<file path="src/rtl/dmem_arbiter.sv">
// Data-memory arbiter: pipeline MEM stage vs DMA/loader port.
// Pipeline wins by default; a starvation counter forces DMA through.
module dmem_arbiter #(
    parameter int ADDR_W       = 8,
    parameter int DATA_W       = 32,
    parameter int STARVE_LIMIT = 4
) (
    input  logic              clk,
    input  logic              rst,
    input  logic              pipe_rden,
    input  logic              pipe_wren,
    input  logic [ADDR_W-1:0] pipe_addr,
    input  logic [DATA_W-1:0] pipe_wdata,
    output logic [DATA_W-1:0] pipe_rdata,
    output logic              pipe_hold,
    input  logic              dma_req,
    input  logic              dma_we,
    input  logic [ADDR_W-1:0] dma_addr,
    input  logic [DATA_W-1:0] dma_wdata,
    output logic              dma_gnt,
    output logic [DATA_W-1:0] dma_rdata,
    output logic              dma_rvalid,
    output logic [ADDR_W-1:0] mem_address,
    output logic [DATA_W-1:0] mem_data,
    output logic              mem_rden,
    output logic              mem_wren,
    input  logic [DATA_W-1:0] mem_q
);

    localparam int CNT_W = $clog2(STARVE_LIMIT + 1);
    localparam logic [CNT_W-1:0] LIMIT = CNT_W'(STARVE_LIMIT);

    logic [CNT_W-1:0] wait_cnt;
    logic             pipe_acc;
    logic             force_grant;

    assign pipe_acc    = pipe_rden | pipe_wren;
    assign force_grant = (wait_cnt == LIMIT);
    assign dma_gnt     = dma_req & (force_grant | ~pipe_acc);
    assign pipe_hold   = dma_req & force_grant & pipe_acc;
    assign pipe_rdata  = mem_q;

    // Route the owning requester onto the memory port; writes beat reads.
    always_comb begin
        mem_address = pipe_addr;
        mem_data    = pipe_wdata;
        mem_wren    = pipe_wren;
        mem_rden    = pipe_rden & ~pipe_wren;
        if (dma_gnt) begin
            mem_address = dma_addr;
            mem_data    = dma_wdata;
            mem_wren    = dma_we;
            mem_rden    = ~dma_we;
        end
    end

    // Count consecutive denied DMA cycles, saturating at the limit.
    always_ff @(posedge clk or negedge rst) begin
        if (!rst) begin
            wait_cnt <= '0;
        end else if (!dma_req || dma_gnt) begin
            wait_cnt <= '0;
        end else if (!force_grant) begin
            wait_cnt <= wait_cnt + 1'b1;
        end
    end

    // Capture DMA read data one cycle after the grant.
    always_ff @(posedge clk or negedge rst) begin
        if (!rst) begin
            dma_rvalid <= 1'b0;
            dma_rdata  <= '0;
        end else begin
            dma_rvalid <= dma_gnt & ~dma_we;
            if (dma_gnt && !dma_we) begin
                dma_rdata <= mem_q;
            end
        end
    end

endmodule

</file>
<file path="config.mk">
export PLATFORM = sky130hd
export DESIGN_NAME = dmem_arbiter
export DESIGN_NICKNAME = d
export VERILOG_FILES = /design/src/rtl/dmem_arbiter.sv
export SDC_FILE = /design/constraint.sdc
export NUM_CORES = 1
export LEC_CHECK = 0
export CAP_MARGIN = 20
export CORE_MARGIN = 2
export CORE_UTILIZATION = 32
export CTS_CLUSTER_DIAMETER = 50
export DETAILED_ROUTE_END_ITERATION = 10
export PLACE_DENSITY = 0.86
export SLEW_MARGIN = 10
export SYNTH_ARGS = -nofsm -noshare
export SYNTH_HDL_FRONTEND = slang
export SYNTH_SLANG_ARGS = --single-unit
export TNS_END_PERCENT = 20
</file>
<file path="constraint.sdc">
create_clock -name clk -period 2.64 [get_ports clk]
set_clock_uncertainty 0.05 [all_clocks]
set_input_delay 0.396 -clock clk [delete_from_list [all_inputs] [get_ports clk]]
set_output_delay 0.396 -clock clk [all_outputs]
set_load 0.01 [all_outputs]
</file>
### Yosys cells after proc, flatten, opt, wreduce, memory -nomap -nowiden

Cells that the tools add are included.

| cells by class | value |
|---|---|
| $add $sub $neg | 1 |
| eq/ne operators | 2 |
| muxes and demuxes | 6 |
| bitwise gates (word level) | 10 |
| reductions and logical operators | 4 |

Operator list:

| operator | count |
|---|---|
| two-way mux 32 bit | 1 |
| two-way mux 8 bit | 1 |
| two-way mux 3 bit | 2 |
| AND 1 bit | 5 |
| adder 3 x 1 -> 3 bit, second input constant | 1 |
| equality test 3 bit, second input constant | 1 |
| NOT 1 bit | 3 |
| zero test 1 bit | 2 |
| two-way mux 1 bit | 2 |
| inequality test 2 x 1 -> 1 bit, second input constant | 1 |
| bitwise OR 1 bit | 2 |
| logical AND 1 bit | 1 |
| logical OR 1 bit | 1 |

| storage, ports and cells | value |
|---|---|
| register bits after elaboration | 36 |
| input bits | 118 |
| output and inout port bits | 109 |
| word-level logic and storage cells | 26 |

### Logic depth before layout (Yosys ltp)

| depth | value |
|---|---|
| word-level depth | 6 |
| gate-level depth with buffers | 7 |
| gate-level depth less buffers | 5 |

### Least setup slack after synthesis

Ideal clock, no wire load.

| timing | value |
|---|---|
| kind | register -> output |
| start | register wait_cnt[0] |
| end | output port mem_address[0] |
| data arrival time | 1.436 ns |
| data required time | 2.194 ns |
| setup slack | 0.758 ns |
| stages on the path, launching flop included | 7 |
| path through | dfrtp_1 -> inv_1 -> ha_1 -> o2bb2ai_2 -> nand2_2 -> buf_2 -> mux2_2 |

| between the ends | value |
|---|---|
| word-level cells in the longest chain between the ends | 4 |

RTL lines:

| element | RTL line | RTL |
|---|---|---|
| start, declared | 33 | `logic [CNT_W-1:0] wait_cnt;` |
| start signal, assigned | 64 | `wait_cnt <= wait_cnt + 1'b1;` |
| equality test 3 bit | 38 | `assign force_grant = (wait_cnt == LIMIT);` |
| bitwise OR 1 bit | 39 | `assign dma_gnt = dma_req & (force_grant \| ~pipe_acc);` |
| AND 1 bit | 39 |  |
| two-way mux 8 bit | 49 | `if (dma_gnt) begin` |
| end, declared | 23 | `output logic [ADDR_W-1:0] mem_address,` |

No other way between the ends.

### Worst setup path after layout

| timing | value |
|---|---|
| start | register wait_cnt[0] |
| end | output port mem_rden |

| between the ends | value |
|---|---|
| word-level cells in the longest chain between the ends | 4 |

RTL lines:

| element | RTL line | RTL |
|---|---|---|
| equality test 3 bit | 38 |  |
| bitwise OR 1 bit | 39 |  |
| AND 1 bit | 39 |  |
| two-way mux 1 bit | 49 |  |
| end, declared | 25 | `output logic mem_rden,` |

No other way between the ends.

==> report_table.html <==
<table>
<tr><th>Metric</th><th>Value</th></tr>
<tr><th colspan="2">Global routing</th></tr>
<tr><td>Overall global routing resource usage</td><td>0.178</td></tr>
<tr><td>Via count of the first global-routing pass</td><td>2097</td></tr>
<tr><td>Pin count of the biggest net entering global routing</td><td>37</td></tr>
<tr><td>Initial antenna violation count</td><td>0</td></tr>
<tr><td>Total gr overflow</td><td>0</td></tr>
<tr><td>Global-route wire length before repair</td><td>10.7 mm</td></tr>
<tr><th colspan="2">Timing</th></tr>
<tr><td>Time the worst path needs with I/O delays and setup</td><td>2550 ps</td></tr>
<tr><td>Tightest slew margin relative to the limit</td><td>0.479</td></tr>
<tr><td>Number of hold violations in the final report</td><td>0</td></tr>
<tr><td>Maximum clock frequency</td><td>0.392 GHz</td></tr>
<tr><td>Actual slew at the worst max-slew pin</td><td>781 ps</td></tr>
<tr><td>Max-slew violation total from the final report</td><td>0</td></tr>
<tr><td>Final Setup Violations</td><td>0</td></tr>
<tr><td>RSZ-0062 raised after global routing</td><td>no</td></tr>
<tr><td>Final critical-path share of the clock period</td><td>0.966</td></tr>
<tr><th colspan="2">Detailed routing</th></tr>
<tr><td>Vias per inst</td><td>4.32</td></tr>
<tr><td>Number of nets with antenna violations after detailed routing</td><td>0</td></tr>
<tr><td>DRC</td><td>0</td></tr>
<tr><td>Wire length per cell after detailed routing</td><td>16.4 um</td></tr>
<tr><td>Number of vias in the routed layout</td><td>1995</td></tr>
<tr><td>Iteration count of the initial detailed-routing pass</td><td>4</td></tr>
<tr><td>Initial detailed-routing violation count</td><td>17</td></tr>
<tr><td>Total wire length after detailed routing</td><td>7.59 mm</td></tr>
<tr><th colspan="2">Cells and area</th></tr>
<tr><td>Area growth from synthesis to layout</td><td>96.4%</td></tr>
<tr><td>Layout cell share with drive strength beyond 1</td><td>0.246</td></tr>
<tr><td>Filler cell count in the final layout</td><td>544</td></tr>
<tr><td>Total number of nets in the final design</td><td>485</td></tr>
<tr><td>Finished Cell Area</td><td>4470 um2</td></tr>
<tr><td>Ant. Diodes</td><td>0</td></tr>
<tr><th colspan="2">Die</th></tr>
<tr><td>Cell Rows</td><td>30</td></tr>
<tr><td>Horizontal die dimension</td><td>88.3 um</td></tr>
<tr><td>Die area</td><td>7800 um2</td></tr>
<tr><td>Initial core utilization</td><td>0.333</td></tr>
<tr><td>Number of placed I/O pins</td><td>227</td></tr>
<tr><td>Die boundary height</td><td>88.3 um</td></tr>
<tr><td>Core Box Area</td><td>6830 um2</td></tr>
<tr><th colspan="2">Clock network</th></tr>
<tr><td>Cell at the root of the clock tree</td><td>sky130_fd_sc_hd__clkbuf_8</td></tr>
<tr><td>Clk Latency, worst-skew pair</td><td>280 ps</td></tr>
<tr><td>Resized Gates After CTS</td><td>32</td></tr>
<tr><td>CTS tree</td><td>done</td></tr>
<tr><td>Setup Buffers After CTS</td><td>0</td></tr>
<tr><td>Clock buffer count from CTS</td><td>5</td></tr>
<tr><td>CTS max path bufs</td><td>2</td></tr>
<tr><td>Count of hold-fix buffers inserted at cts</td><td>0</td></tr>
<tr><td>Clk pin slew, worst setup/hold paths</td><td>70 ps</td></tr>
<tr><td>Clock H-tree levels</td><td>2</td></tr>
<tr><td>Number of sinks handled by clock tree synthesis</td><td>36</td></tr>
<tr><th colspan="2">Synthesis</th></tr>
<tr><td>Cells taking the most area after synthesis</td><td>sky130_fd_sc_hd__dfrtp_1 (40%), sky130_fd_sc_hd__mux2_2 (22%), sky130_fd_sc_hd__mux2_4 (18%)</td></tr>
<tr><td>Netlist area before placement</td><td>2280 um2</td></tr>
<tr><td>Post-synthesis sequential area ratio</td><td>0.396</td></tr>
<tr><td>Area leader, netlist</td><td>sky130_fd_sc_hd__dfrtp_1</td></tr>
<tr><td>Synthesized instance count</td><td>168</td></tr>
<tr><td>Total nets after synthesis</td><td>288</td></tr>
<tr><td>Avg Synthesized Cell Area</td><td>13.5 um2</td></tr>
<tr><td>Number of distinct standard cells referenced by the synthesized netlist</td><td>19</td></tr>
<tr><td>Warnings, synthesis</td><td>0</td></tr>
<tr><td>Portion of synthesized cell area occupied by the leading cell type</td><td>0.396</td></tr>
<tr><td>Count of state elements after synthesis</td><td>36</td></tr>
<tr><th colspan="2">Worst setup path</th></tr>
<tr><td>Critical path capture point type</td><td>primary output</td></tr>
<tr><td>End of the worst register-to-register path</td><td>dma_rdata[5]$_DFFE_PN0P_</td></tr>
<tr><td>Category of the most critical setup path</td><td>flop to primary output</td></tr>
<tr><td>Worst Path Max Fanout</td><td>32</td></tr>
<tr><td>Worst-case register-to-register setup slack</td><td>610 ps</td></tr>
<tr><td>Worst reg2reg path depth</td><td>6</td></tr>
<tr><td>Critical path startpoint</td><td>wait_cnt[0]$_DFFE_PN0P_</td></tr>
<tr><td>Critical path arrival</td><td>2110 ps</td></tr>
<tr><td>FF-to-FF Start</td><td>wait_cnt[0]$_DFFE_PN0P_</td></tr>
<tr><td>Critical path data required time</td><td>2190 ps</td></tr>
<tr><td>Startpoint types</td><td>flop</td></tr>
<tr><th colspan="2">Power and ir drop</th></tr>
<tr><td>Post-layout total power</td><td>2.11 mW</td></tr>
<tr><td>Maximum ir drop on the vdd rail</td><td>319 uV</td></tr>
<tr><td>Cell Pwr Density</td><td>473 nW/um2</td></tr>
<tr><td>Leakage dissipation</td><td>1.97 nW</td></tr>
<tr><th colspan="2">Placement</th></tr>
<tr><td>Final HPWL from detailed placement</td><td>6.25 mm</td></tr>
<tr><td>Count of buffers inserted at the top-level ports</td><td>226</td></tr>
<tr><td>Weighted congestion reported at the end of routability-driven placement</td><td>0.707</td></tr>
<tr><td>Post-detailed-placement cell area</td><td>4370 um2</td></tr>
<tr><th colspan="2">Run status</th></tr>
<tr><td>Outcome</td><td>finished, final reports clean</td></tr>
<tr><th colspan="2">Worst hold path</th></tr>
<tr><td>Worst min path class</td><td>input pin to asynchronous set/reset pin</td></tr>
<tr><th colspan="2">Job</th></tr>
<tr><td>Max cap viols</td><td>0</td></tr>
</table>
==> flip-flops by register name, indices dropped and copies added, names as in the netlist <==
name / flops
dma_rdata: 32
wait_cnt: 3
dma_rvalid: 1
==> worst max path at each step <==
stage / endpoint / slack [ps]
floorplan: mem_address[0] / 760
global route: mem_rden / 9
global placement: mem_address[1] / 30
finish: mem_rden / 90
CTS: mem_data[12] / -7
detailed placement: mem_data[28] / 6
==> worst max-delay path: stages, from the launching register on <==
cell                              delay, ps
sky130_fd_sc_hd__dfrtp_1                380
sky130_fd_sc_hd__inv_1                   80
sky130_fd_sc_hd__ha_2                   210
sky130_fd_sc_hd__o2bb2ai_2              120
sky130_fd_sc_hd__nand2_2                110
sky130_fd_sc_hd__buf_12                 190
sky130_fd_sc_hd__a31o_2                 250
sky130_fd_sc_hd__clkdlybuf4s50_1        490
==> final cells by class <==
type	instances	area [um2]	area share
Tap cell	96	120	0.0269
Sequential cell	36	901	0.202
Inverter	4	15.0	0.00336
Clock buffer	5	68.8	0.0154
Clock inverter	3	42.5	0.00952
Timing Repair Buffer	230	2290	0.512
Multi-Input combinational cell	88	1030	0.231
==> report_power, final <==
group | internal [mW] | switching, mW
Clock | 0.279 | 0.191
Combinational | 0.621 | 0.291
Sequential | 0.669 | 0.0625
Total | 1.57 | 0.544
==> logic make-up (layout without fill, tap and decap cells) <==
group                    Yosys count  count (layout)  share of synthesized area
multiplexers                      73              73                      0.405
adder cells (fa/ha/maj)            2               2                     0.0110
buffers and inverters             44             242                      0.152
AO/OA/AOI/OAI                      5               5                     0.0170
AND/OR/NAND/NOR                    8               8                     0.0187
flip-flops                        36              36                      0.396
==> placed cells by master (no fill, tap or decap), types with 2 or more instances in the layout <==
| cell | count |
|---|---|
| sky130_fd_sc_hd__a21oi_1 | 2 |
| sky130_fd_sc_hd__mux2_4 | 27 |
| sky130_fd_sc_hd__mux2_2 | 45 |
| sky130_fd_sc_hd__dfrtp_1 | 36 |
| sky130_fd_sc_hd__clkdlybuf4s50_1 | 184 |
| sky130_fd_sc_hd__inv_1 | 4 |
| sky130_fd_sc_hd__dlymetal6s2s_1 | 10 |
| sky130_fd_sc_hd__buf_4 | 2 |
| sky130_fd_sc_hd__and2_1 | 2 |
| sky130_fd_sc_hd__dlygate4sd2_1 | 31 |
| sky130_fd_sc_hd__clkbuf_8 | 5 |
| sky130_fd_sc_hd__nor2_1 | 3 |
==> layer usage <==
layer	track usage	wire (um)	part of all wire
met5	0	0	0
met4	0.0331	28	0.0037
met3	0.0448	540	0.071
met2	0.310	4060	0.54
met1	0.227	2960	0.39
==> Yosys cell counts, drive strengths merged <==
| library cell | n |
|---|---|
| a21oi | 2 |
| a31o | 1 |
| and2 | 2 |
| and3b | 1 |
| buf | 40 |
| dfrtp | 36 |
| ha | 2 |
| inv | 4 |
| mux2 | 72 |
| mux2i | 1 |
| nand2 | 2 |
| nor2 | 3 |
| o21ai | 1 |
| o2bb2ai | 1 |
==> through the flow <==
stage | TNS (ps) | worst slack, ps | util | hold slack (ps) | std cells
2_1_floorplan | 0 | 758 | - | 50.4 | 168
3_3_place_gp | 0 | 29.4 | 0.639 | 441 | 454
3_5_place_dp | 0 | 5.54 | 0.639 | 442 | 454
4_1_cts | -15.9 | -7.09 | 0.650 | 167 | 462
5_1_grt | 0 | 8.52 | 0.654 | 204 | 462
6_report | 0 | 88.8 | 0.654 | 142 | 462
Note: power is estimated with default switching activity, not from simulation.
